## config.mk

```make
export PLATFORM = sky130hd
export DESIGN_NAME = carrier_code_correlator
export DESIGN_NICKNAME = d
export VERILOG_FILES = /design/src/rtl/carrier_code_correlator.sv
export SDC_FILE = /design/constraint.sdc
export NUM_CORES = 1
export LEC_CHECK = 0
export ABC_AREA = 1
export CAP_MARGIN = 20
export CORE_ASPECT_RATIO = 0.9
export CORE_MARGIN = 2
export CORE_UTILIZATION = 40
export DETAILED_ROUTE_END_ITERATION = 10
export PLACE_DENSITY = 0.57
export SLEW_MARGIN = 20
export SYNTH_ARGS = -nofsm -noshare
export SYNTH_HDL_FRONTEND = slang
export SYNTH_SLANG_ARGS = --single-unit
```

## constraint.sdc

```tcl
create_clock -name clk -period 4.2 [get_ports clk]
set_input_delay 0.63 -clock clk [delete_from_list [all_inputs] [get_ports clk]]
set_output_delay 0.63 -clock clk [all_outputs]
set_load 0.05 [all_outputs]
```

## src/rtl/carrier_code_correlator.sv

```systemverilog
// Carrier/code wipe-off correlator: XORs the sign sample with the 1-bit carrier and the
// C/A chip, integrates the +/-1 products over INT_LEN accepted samples, then dumps sum and magnitude.
module carrier_code_correlator #(
  parameter int INT_LEN = 16000,
  parameter int ACC_W   = 16,
  parameter int CNT_W   = 14,
  parameter int DUMP_W  = 8
) (
  input  logic                     clk,
  input  logic                     rst,
  input  logic                     sample_en,
  input  logic                     sample,
  input  logic                     carrier,
  input  logic                     code,
  input  logic                     sync_clr,
  output logic signed [ACC_W-1:0]  acc_out,
  output logic        [ACC_W-1:0]  acc_mag,
  output logic                     acc_valid,
  output logic        [DUMP_W-1:0] dump_cnt,
  output logic                     busy
);

  typedef enum logic [0:0] {
    S_IDLE      = 1'b0,
    S_INTEGRATE = 1'b1
  } state_t;

  localparam logic [CNT_W-1:0] LAST_CNT = CNT_W'(INT_LEN - 1);
  localparam logic [CNT_W-1:0] ONE_CNT  = {{(CNT_W-1){1'b0}}, 1'b1};
  localparam logic [ACC_W-1:0] PLUS_ONE = {{(ACC_W-1){1'b0}}, 1'b1};

  if (INT_LEN < 2) begin : g_chk_len
    $error("carrier_code_correlator: INT_LEN must be at least 2");
  end
  if (((64'd1 << (ACC_W - 1)) - 64'd1) < 64'(INT_LEN)) begin : g_chk_acc_w
    $error("carrier_code_correlator: ACC_W too narrow for INT_LEN");
  end
  if ((64'd1 << CNT_W) < 64'(INT_LEN)) begin : g_chk_cnt_w
    $error("carrier_code_correlator: CNT_W too narrow for INT_LEN");
  end

  state_t                    state_q, state_d;
  logic        [CNT_W-1:0]   cnt_q, cnt_d;
  logic signed [ACC_W-1:0]   acc_q, acc_d;
  logic signed [ACC_W-1:0]   acc_out_q, acc_out_d;
  logic        [ACC_W-1:0]   acc_mag_q, acc_mag_d;
  logic                      valid_q, valid_d;
  logic        [DUMP_W-1:0]  dump_q, dump_d;
  logic                      busy_q, busy_d;

  logic                      product;
  logic signed [ACC_W-1:0]   contrib;
  logic signed [ACC_W-1:0]   sum;
  logic        [ACC_W-1:0]   sum_mag;

  // Wipe-off product and the running sum including this sample.
  always_comb begin
    product = sample ^ carrier ^ code;
    contrib = product ? {ACC_W{1'b1}} : PLUS_ONE;
    sum     = acc_q + contrib;
    sum_mag = sum[ACC_W-1] ? (~sum + PLUS_ONE) : sum;
  end

  // Next-state logic: abort beats accept; the final accepted sample dumps and rewinds.
  always_comb begin
    state_d   = state_q;
    cnt_d     = cnt_q;
    acc_d     = acc_q;
    acc_out_d = acc_out_q;
    acc_mag_d = acc_mag_q;
    valid_d   = 1'b0;
    dump_d    = dump_q;
    busy_d    = busy_q;

    if (sync_clr) begin
      state_d = S_IDLE;
      cnt_d   = '0;
      acc_d   = '0;
    end else if (sample_en) begin
      case (state_q)
        S_IDLE: begin
          // INT_LEN >= 2, so the opening sample can never be the final one.
          state_d = S_INTEGRATE;
          cnt_d   = ONE_CNT;
          acc_d   = contrib;
        end
        S_INTEGRATE: begin
          if (cnt_q == LAST_CNT) begin
            state_d   = S_IDLE;
            cnt_d     = '0;
            acc_d     = '0;
            acc_out_d = sum;
            acc_mag_d = sum_mag;
            valid_d   = 1'b1;
            dump_d    = dump_q + {{(DUMP_W-1){1'b0}}, 1'b1};
          end else begin
            state_d = S_INTEGRATE;
            cnt_d   = cnt_q + ONE_CNT;
            acc_d   = sum;
          end
        end
        default: begin
          state_d = S_IDLE;
          cnt_d   = '0;
          acc_d   = '0;
        end
      endcase
    end else begin
      state_d = state_q;
    end

    case (state_d)
      S_IDLE:      busy_d = 1'b0;
      S_INTEGRATE: busy_d = 1'b1;
      default:     busy_d = 1'b0;
    endcase
  end

  // State and output registers.
  always_ff @(posedge clk or posedge rst) begin
    if (rst) begin
      state_q   <= S_IDLE;
      cnt_q     <= '0;
      acc_q     <= '0;
      acc_out_q <= '0;
      acc_mag_q <= '0;
      valid_q   <= 1'b0;
      dump_q    <= '0;
      busy_q    <= 1'b0;
    end else begin
      state_q   <= state_d;
      cnt_q     <= cnt_d;
      acc_q     <= acc_d;
      acc_out_q <= acc_out_d;
      acc_mag_q <= acc_mag_d;
      valid_q   <= valid_d;
      dump_q    <= dump_d;
      busy_q    <= busy_d;
    end
  end

  assign acc_out   = acc_out_q;
  assign acc_mag   = acc_mag_q;
  assign acc_valid = valid_q;
  assign dump_cnt  = dump_q;
  assign busy      = busy_q;

endmodule

```

# Word-level counts from Yosys, hierarchy flattened

Cells that the tools add are included.

Register bits: 73
Word-level logic and storage cells: 40

Reductions and logical operators: 2
Multiplexer cells: 19
Eq/ne operators: 1
Add/subtract/negate cells: 4
Bitwise logic cells: 6

Operator list:

| cell                  | number |
|---|---|
| $mux 16               | 5 |
| $mux 14               | 3 |
| $pmux 16 s2           | 1 |
| $pmux 14 s2           | 1 |
| $add 16x1->16 const B | 1 |
| $add 16x16->16        | 1 |
| $not 16->16           | 1 |
| $add 14x1->14 const B | 1 |
| $eq 14x14->1 const B  | 1 |
| $add 8x1->8 const B   | 1 |
| $mux 1                | 7 |
| $pmux 1 s2            | 2 |
| $reduce_and 4->1      | 1 |
| $not 1->1             | 3 |
| $reduce_bool 2->1     | 1 |
| $xor 1x1->1           | 2 |

# Longest topological paths before layout

Word-level depth: 8
Mapped depth: 21
Depth with buffers taken out: 21

# Worst setup path before layout

No wires, ideal clock.

Path kind: input-to-reg
From: input port carrier
To: register acc_mag_q[10], in the netlist acc_mag[10]
Setup time: 118 ps
Buffers on the path: 1
Stages: 18
Slack: 1297 ps
Arrival: 2785 ps
Cell sequence: or2_1 nand3_1 nand2_2 inv_1 ha_1 nand2_1 nand2_1 inv_1 nand2_1 a21oi_1 nand2_2 nand2_4 nand2_4 inv_4 buf_12 nand3_2 nand3_1 nand2_1

Word-level cells in the longest chain between the ends: 7

Ends and longest elaborated chain:

| item                          | line | RTL |
|---|---|---|
| start: declaration            | 13   | `input logic carrier,` |
| $xor 1x1->1 (*) (2 in series) | 58   | `product = sample ^ carrier ^ code;` |
| $mux 16 (*)                   | 59   | `contrib = product ? {ACC_W{1'b1}} : PLUS_ONE;` |
| $add 16x16->16 (*)            | 60   | `sum = acc_q + contrib;` |
| $not 16->16                   | 61   | `sum_mag = sum[ACC_W-1] ? (~sum + PLUS_ONE) : sum;` |
| $add 16x1->16                 | 61   |  |
| $mux 16 (*)                   | 61   |  |
| end signal: assignment        | 135  | `acc_mag_q <= acc_mag_d;` |
| end: declaration              | 46   | `logic [ACC_W-1:0] acc_mag_q, acc_mag_d;` |

Every way passes the cells marked *; elsewhere a longest branch is shown, timed or not.
A chain may end at the register's enable or synchronous reset.

# Worst setup path after layout

From: input port carrier
To: register acc_mag_q[7], in the netlist acc_mag[7]

Same word-level chain as after synthesis.

==> results.yml <==
global_routing:
  antenna_found_initial: 0
  grt_pass1_vias: 4260
  globalRouteOverflowTotal: 0
  grt_max_degree: 50
  grt_pass1_wl_um: 20250
  grt_usage: 0.1987
finish:
  final_net_count: 715
  instances_no_fill: 850
  syn_to_final_growth_pct: 19.50
  drive_gt1_frac: 0.1023
  num_antenna_cells: 0
  design_area_sq_um: 5590
  fillCellCount: 1185
routing:
  totalWireLength_um: 11250
  drt_iter0_drc: 304
  via_per_inst: 4.936
  final_antenna_net_count: 0
  dr.pass1.iters: 4
  drc: 0
  post_drt_wl_per_cell_um: 13.24
  num_vias: 4196
worst_hold_path:
  min_path_type: "reg2reg"
timing:
  fin_crit_ns: 3.460
  finalMaxSlewViolations: 0
  finalCritPeriodShare: 0.8238
  setup_violations: 0
  hold_viol_final: 0
  slew_headroom: 0.4647
  skew_ns: 0.006137
  hold_ws_ns: 0.4804
  rsz0062_at_grt: "false"
  setup_tns_ns: 0
  worst_pin_slew_ns: 0.8018
  fmax_ghz: 0.2890
floorplanning:
  rows: 37
  core_area_sq_um: 11430
  die_x_um: 118.0
  dieArea_sq_um: 12580
  start_util: 0.4091
  die_h_um: 106.6
  io-pin-count: 49
clock_network:
  cts_resized: 0
  cts_sinks: 72
  clk_path_buf_depth: 2
  clk_pin_slew_ns: 0.06
  cts_tree: "done"
  root_buffer: "clkbuf_16"
  insertion_delay_ns: 0.34
  cts_setup_buffers: 0
  numCtsBuffers: 9
  htree_levels: 3
  hold_buffers: 0
logic_synthesis:
  yosys.area.top_type_share: 0.3851
  synth_cell_types: 47
  syn_nets: 665
  synth_warnings: 0
  synth.avg_cell_area_sq_um: 7.321
  synth_area_sq_um: 4678
  synthTopCellsByArea: "dfrtp_1 39%, nand2_1 17%, inv_1 6.3%"
  ys_ff_latch: 72
  synth_cells: 639
  synth_largest_area_cell: "dfrtp_1"
  synth-seq-area-share: 0.3851
critical_path:
  crit_path_end_kind: "flop"
  path_common_cell: "nand2_1"
  max_stage_delay_ns: 0.42
  worstPathCellList: "clkdlybuf4s50_1, or2_1, nand3_1, nand2_2, inv_1, ha_1, nand2_1, nand2_1, inv_1, nand2_1, a21oi_1, nand2_2, nand2_4, nand2_4, inv_4, nand2_1, nand2_1, o211ai_1"
  cp.required_ns: 4.41
  cp.arrival_ns: 3.67
  crit_type: "in2reg"
  cp_max_fo: 15
  startpoint_type: "primary input"
  slowest_stage: "inv_1"
run_status:
  outcome: "finished clean"
power_and_ir_drop:
  ir_drop_mv: 0.1526
  powerDensity_nw_per_um2: 359.5
  leakagePower_nw: 2.817
placement:
  io_buffers: 48
  dpl_cell_area_sq_um: 5291
  dp.cells: 834
  place.detailed.hpwl_um: 8450
  place_congestion: 0.8836
run:
  drv_cap: 0
## where the power goes
group | internal, W | switching (W) | leakage (nW)
registers | 0.000710 | 0.0000135 | 0.985
logic | 0.000150 | 0.000361 | 1.69
clock network | 0.000475 | 0.000299 | 0.145
total | 0.00134 | 0.000674 | 2.82
## kinds of logic after synthesis
family | Yosys count | synth area share
DFF | 72 | 0.3851
and+or+nand+nor | 366 | 0.3637
xor gates and xnor gates | 10 | 0.01872
buffers and inverters | 97 | 0.08960
AOI/OAI and AO/OA | 75 | 0.09040
adders and majority gates | 19 | 0.05242
## cells in the mapped netlist, drive strengths merged
cell type  instances
nand4             13
a32o               1
dfrtp             72
nand2            223
o22ai              5
o211ai             2
o31ai              1
nand3b             1
a31oi              1
a21o               1
inv               85
a21boi             1
a2bb2oi            1
nor3               7
nor2              50
xnor2              4
xor2               6
clkbuf             3
a21oi             10
buf                9
fa                 1
ha                18
o221ai             1
o21a               2
or2                2
o21ai             48
and2               3
nand3             67
o21bai             1
## worst max-delay path, delay by kind of cell
kind            cells  cell delay [ns]
compound gates      2             0.42
fa+ha+maj           1             0.41
buf+inv             4             1.05
simple gates       11             1.14
## routing by layer
layer  track usage  vias to the layer above  routed length, um
li1              -                     2155                  -
met1        0.2709                     1948               5525
met2        0.3227                       80               5206
met3       0.04415                       13                378
met4       0.04905                        0                143
met5             0                        -                  0
## sequential cells by signal (all words and copies together), names as in the netlist
signal / cells
acc_out: 16
dump_cnt: 8
acc_q: 16
cnt_q: 14
busy: 1
acc_valid: 1
acc_mag: 16
## final cells by class
cell class	instances	area, sq um	share of cell area
tap	156	195.2	0.03491
sequential	72	1802	0.3223
inverter	85	321.6	0.05752
timing repair buffer	51	515.5	0.09221
multi-input combinational	470	2457	0.4396
clock inverter	5	56.30	0.01007
clock buffer	11	242.7	0.04342
## stage by stage
stage	setup WS (ns)	utilization	total power, W
floorplan	1.297	-	0.001136
global placement	0.4791	0.4627	0.001247
detailed placement	0.4411	0.4627	0.001249
CTS	0.7879	0.4889	0.002039
global route	0.4167	0.4889	0.002148
finish	0.7402	0.4889	0.002010
## cell usage in the layout (no fill, tap or decap), types with 12 or more instances in the layout
cell and n:
nand2_1 207, inv_1 77, dfrtp_1 72, nand3_1 54
clkdlybuf4s50_1 48, o21ai_0 45, nor2_1 41, ha_1 18
nand2_2 13, nand3_2 12, nand4_1 12
## final timing paths
check,depth (start not counted),endpoint,from,slack [ns]
worst min register to register,2,acc_out[14],acc_out[14],0.48
worst max-delay path,18,acc_mag[7],carrier,0.74
worst min-delay path,2,acc_out[14],acc_out[14],0.48
min in group asynchronous,2,dump_cnt[7],rst,0.77
max in group asynchronous,3,acc_q[13],rst,2.76
worst max register to register,14,acc_mag[12],acc_q[0],1.65
(Power assumes the default switching activity.)
==> edit, RTL diff (config.mk and constraints unchanged) <==
Make the reset (`rst`) synchronous in one clocked block.
--- a/src/rtl/carrier_code_correlator.sv
+++ b/src/rtl/carrier_code_correlator.sv
@@ -117,7 +117,7 @@
   end
 
   // State and output registers.
-  always_ff @(posedge clk or posedge rst) begin
+  always_ff @(posedge clk) begin
     if (rst) begin
       state_q   <= S_IDLE;
       cnt_q     <= '0;
Behaviour: differs if rst is asserted again (counterexample within 4 cycles, from zero or initial values and one cycle with rst high); with rst held inactive, the same outputs for 10 cycles.
==> edit against the original RTL <==
The run now ends with design-rule violations left; total power shrank 4.1%; synthesized area down 8.2%; clock skew up 3.4 ps; sequential cell count did not move; worst setup slack worse by 260 ps; final area shrank 6.7%; synthesized cell count is 1.9% higher; wire length grew 7.7%.
==> edit: results (changes against the original RTL) <==
STA
  • Clock skew: 9.52 ps (+3.38 ps)
  • Worst Max-Slew Pin Slew: 836 ps (+34.4 ps)

Global route
  • Met3 usage: 4.80% (+0.39 points)
  • Largest net degree at the start of global routing: 32 (-36%)
  • Met1 global-route usage: 29.6% (+2.5 points)
  • Vias in the first global route: 4107 (-3.6%)
  • Gr usage total: 21.9% (+2.1 points)
  • First-pass GRT wire length: 20.1 mm (-0.68%)
  • Grt met2 use: 35.1% (+2.8 points)

Setup path
  • Crit-path slowest cell: ha_1
  • R2r startpoint: acc_q[0]
  • Top delay family on crit path: simple AND/OR/NAND/NOR gates
  • FF-to-FF path depth: 15 (+1)
  • Max incr delay on CP: 540 ps (+120 ps)
  • Worst EP arrival: 3980 ps (+310 ps)

Logic synthesis
  • Ys Warns: 0 (unchanged)
  • Synth Instances: 651 (+1.9%)
  • Sequential area share after synthesis: 33.6% (-4.9 points)
  • Synth cell count leaders: nand2_1, inv_1, dfxtp_1, nor2_1, nand3_1
  • Fraction of registers with async set/reset: 0% (-100 points)
  • Ranking of synthesized cells by area: dfxtp_1, nand2_1, inv_1
  • XOR/XNOR share of the synthesized area: 3.21% (+1.3 points)
  • Post-Synth Adder-Cell Area: 5.71% (+0.47 points)
  • Syn Nets: 677 (+1.8%)
  • Netlist cell types: 44 (-6.4%)
  • Ys flop type: dfxtp_1
  • Synth Area in Compound Gates: 13.5% (+4.4 points)

Worst hold path
  • HP Start: acc_out[0]

Pwr
  • Worst VDD drop: 0.140 mV (-8.2%)
  • LEAKAGE: 2.34 nW (-17%)
  • Pint: 1.29 mW (-3.2%)

Placed design
  • Area after DPL: 0.00491 mm^2 (-7.1%)
  • Placed Cells: 819 (-1.8%)
  • Pre-CTS WS: 212 ps (-229 ps)
  • PortBufs: 48 (unchanged)
  • Hpwl dp: 9.21 mm (+9.0%)
  • Routability congestion estimate: 0.950 (+7.5%)

Route
  • Met1 WL: 6.03 mm (+9.0%)
  • DRT Wirelength: 12.1 mm (+7.7%)
  • Met3 WL: 585 um (+55%)
  • Via count: 4274 (+1.9%)
  • Remaining DRCs: 3 (+3)
  • Starting DRT DRC Count: 321 (+5.6%)
  • DRT Pass-1 Iters: 8 (+4)
  • Routed met2 length: 5.20 mm (about the same)

Clock network
  • CTS clk-pin slew, worst paths: 60 ps (about the same)
  • H-tree depth: 3 (unchanged)
  • CTS Buf Count: 9 (unchanged)

Cells and area
  • Share of layout cells above drive strength 1: 7.22% (-3.0 points)
  • Final Non-Filler Cells: 835 (-1.8%)
  • Nets: 727 (+1.7%)
  • FILL cells: 1079 (-8.9%)

Status
  • Status: finished, violations left
  • Failing checks: design-rule violations
[edit: cell type report]
class	count	area, um^2	share of cell area, %
Inverter	88	330	6.33
Multi-Input combinational cell	473	2430	46.6
Timing Repair Buffer	57	548	10.5
Sequential cell	72	1440	27.6
Clock inverter	7	77.6	1.49
Clock buffer	9	225	4.32
Tap cell	129	161	3.09
[edit: power groups by stage]
| stage | logic, mW | registers, mW | clock network (mW) |
|---|---|---|---|
| floorplan | 0.312 | 0.713 | 0 |
| global placement | 0.444 | 0.715 | 0 |
| detailed placement | 0.444 | 0.715 | 0 |
| CTS | 0.445 | 0.700 | 0.797 |
| global route | 0.499 | 0.701 | 0.824 |
| finish | 0.448 | 0.700 | 0.780 |
[edit: worst paths after layout]
check	endpoint	slack [ps]
worst max register to register	acc_mag[13]	1140
worst min register to register	acc_out[0]	470
worst min-delay path	acc_out[0]	470
worst max-delay path	acc_mag[13]	480
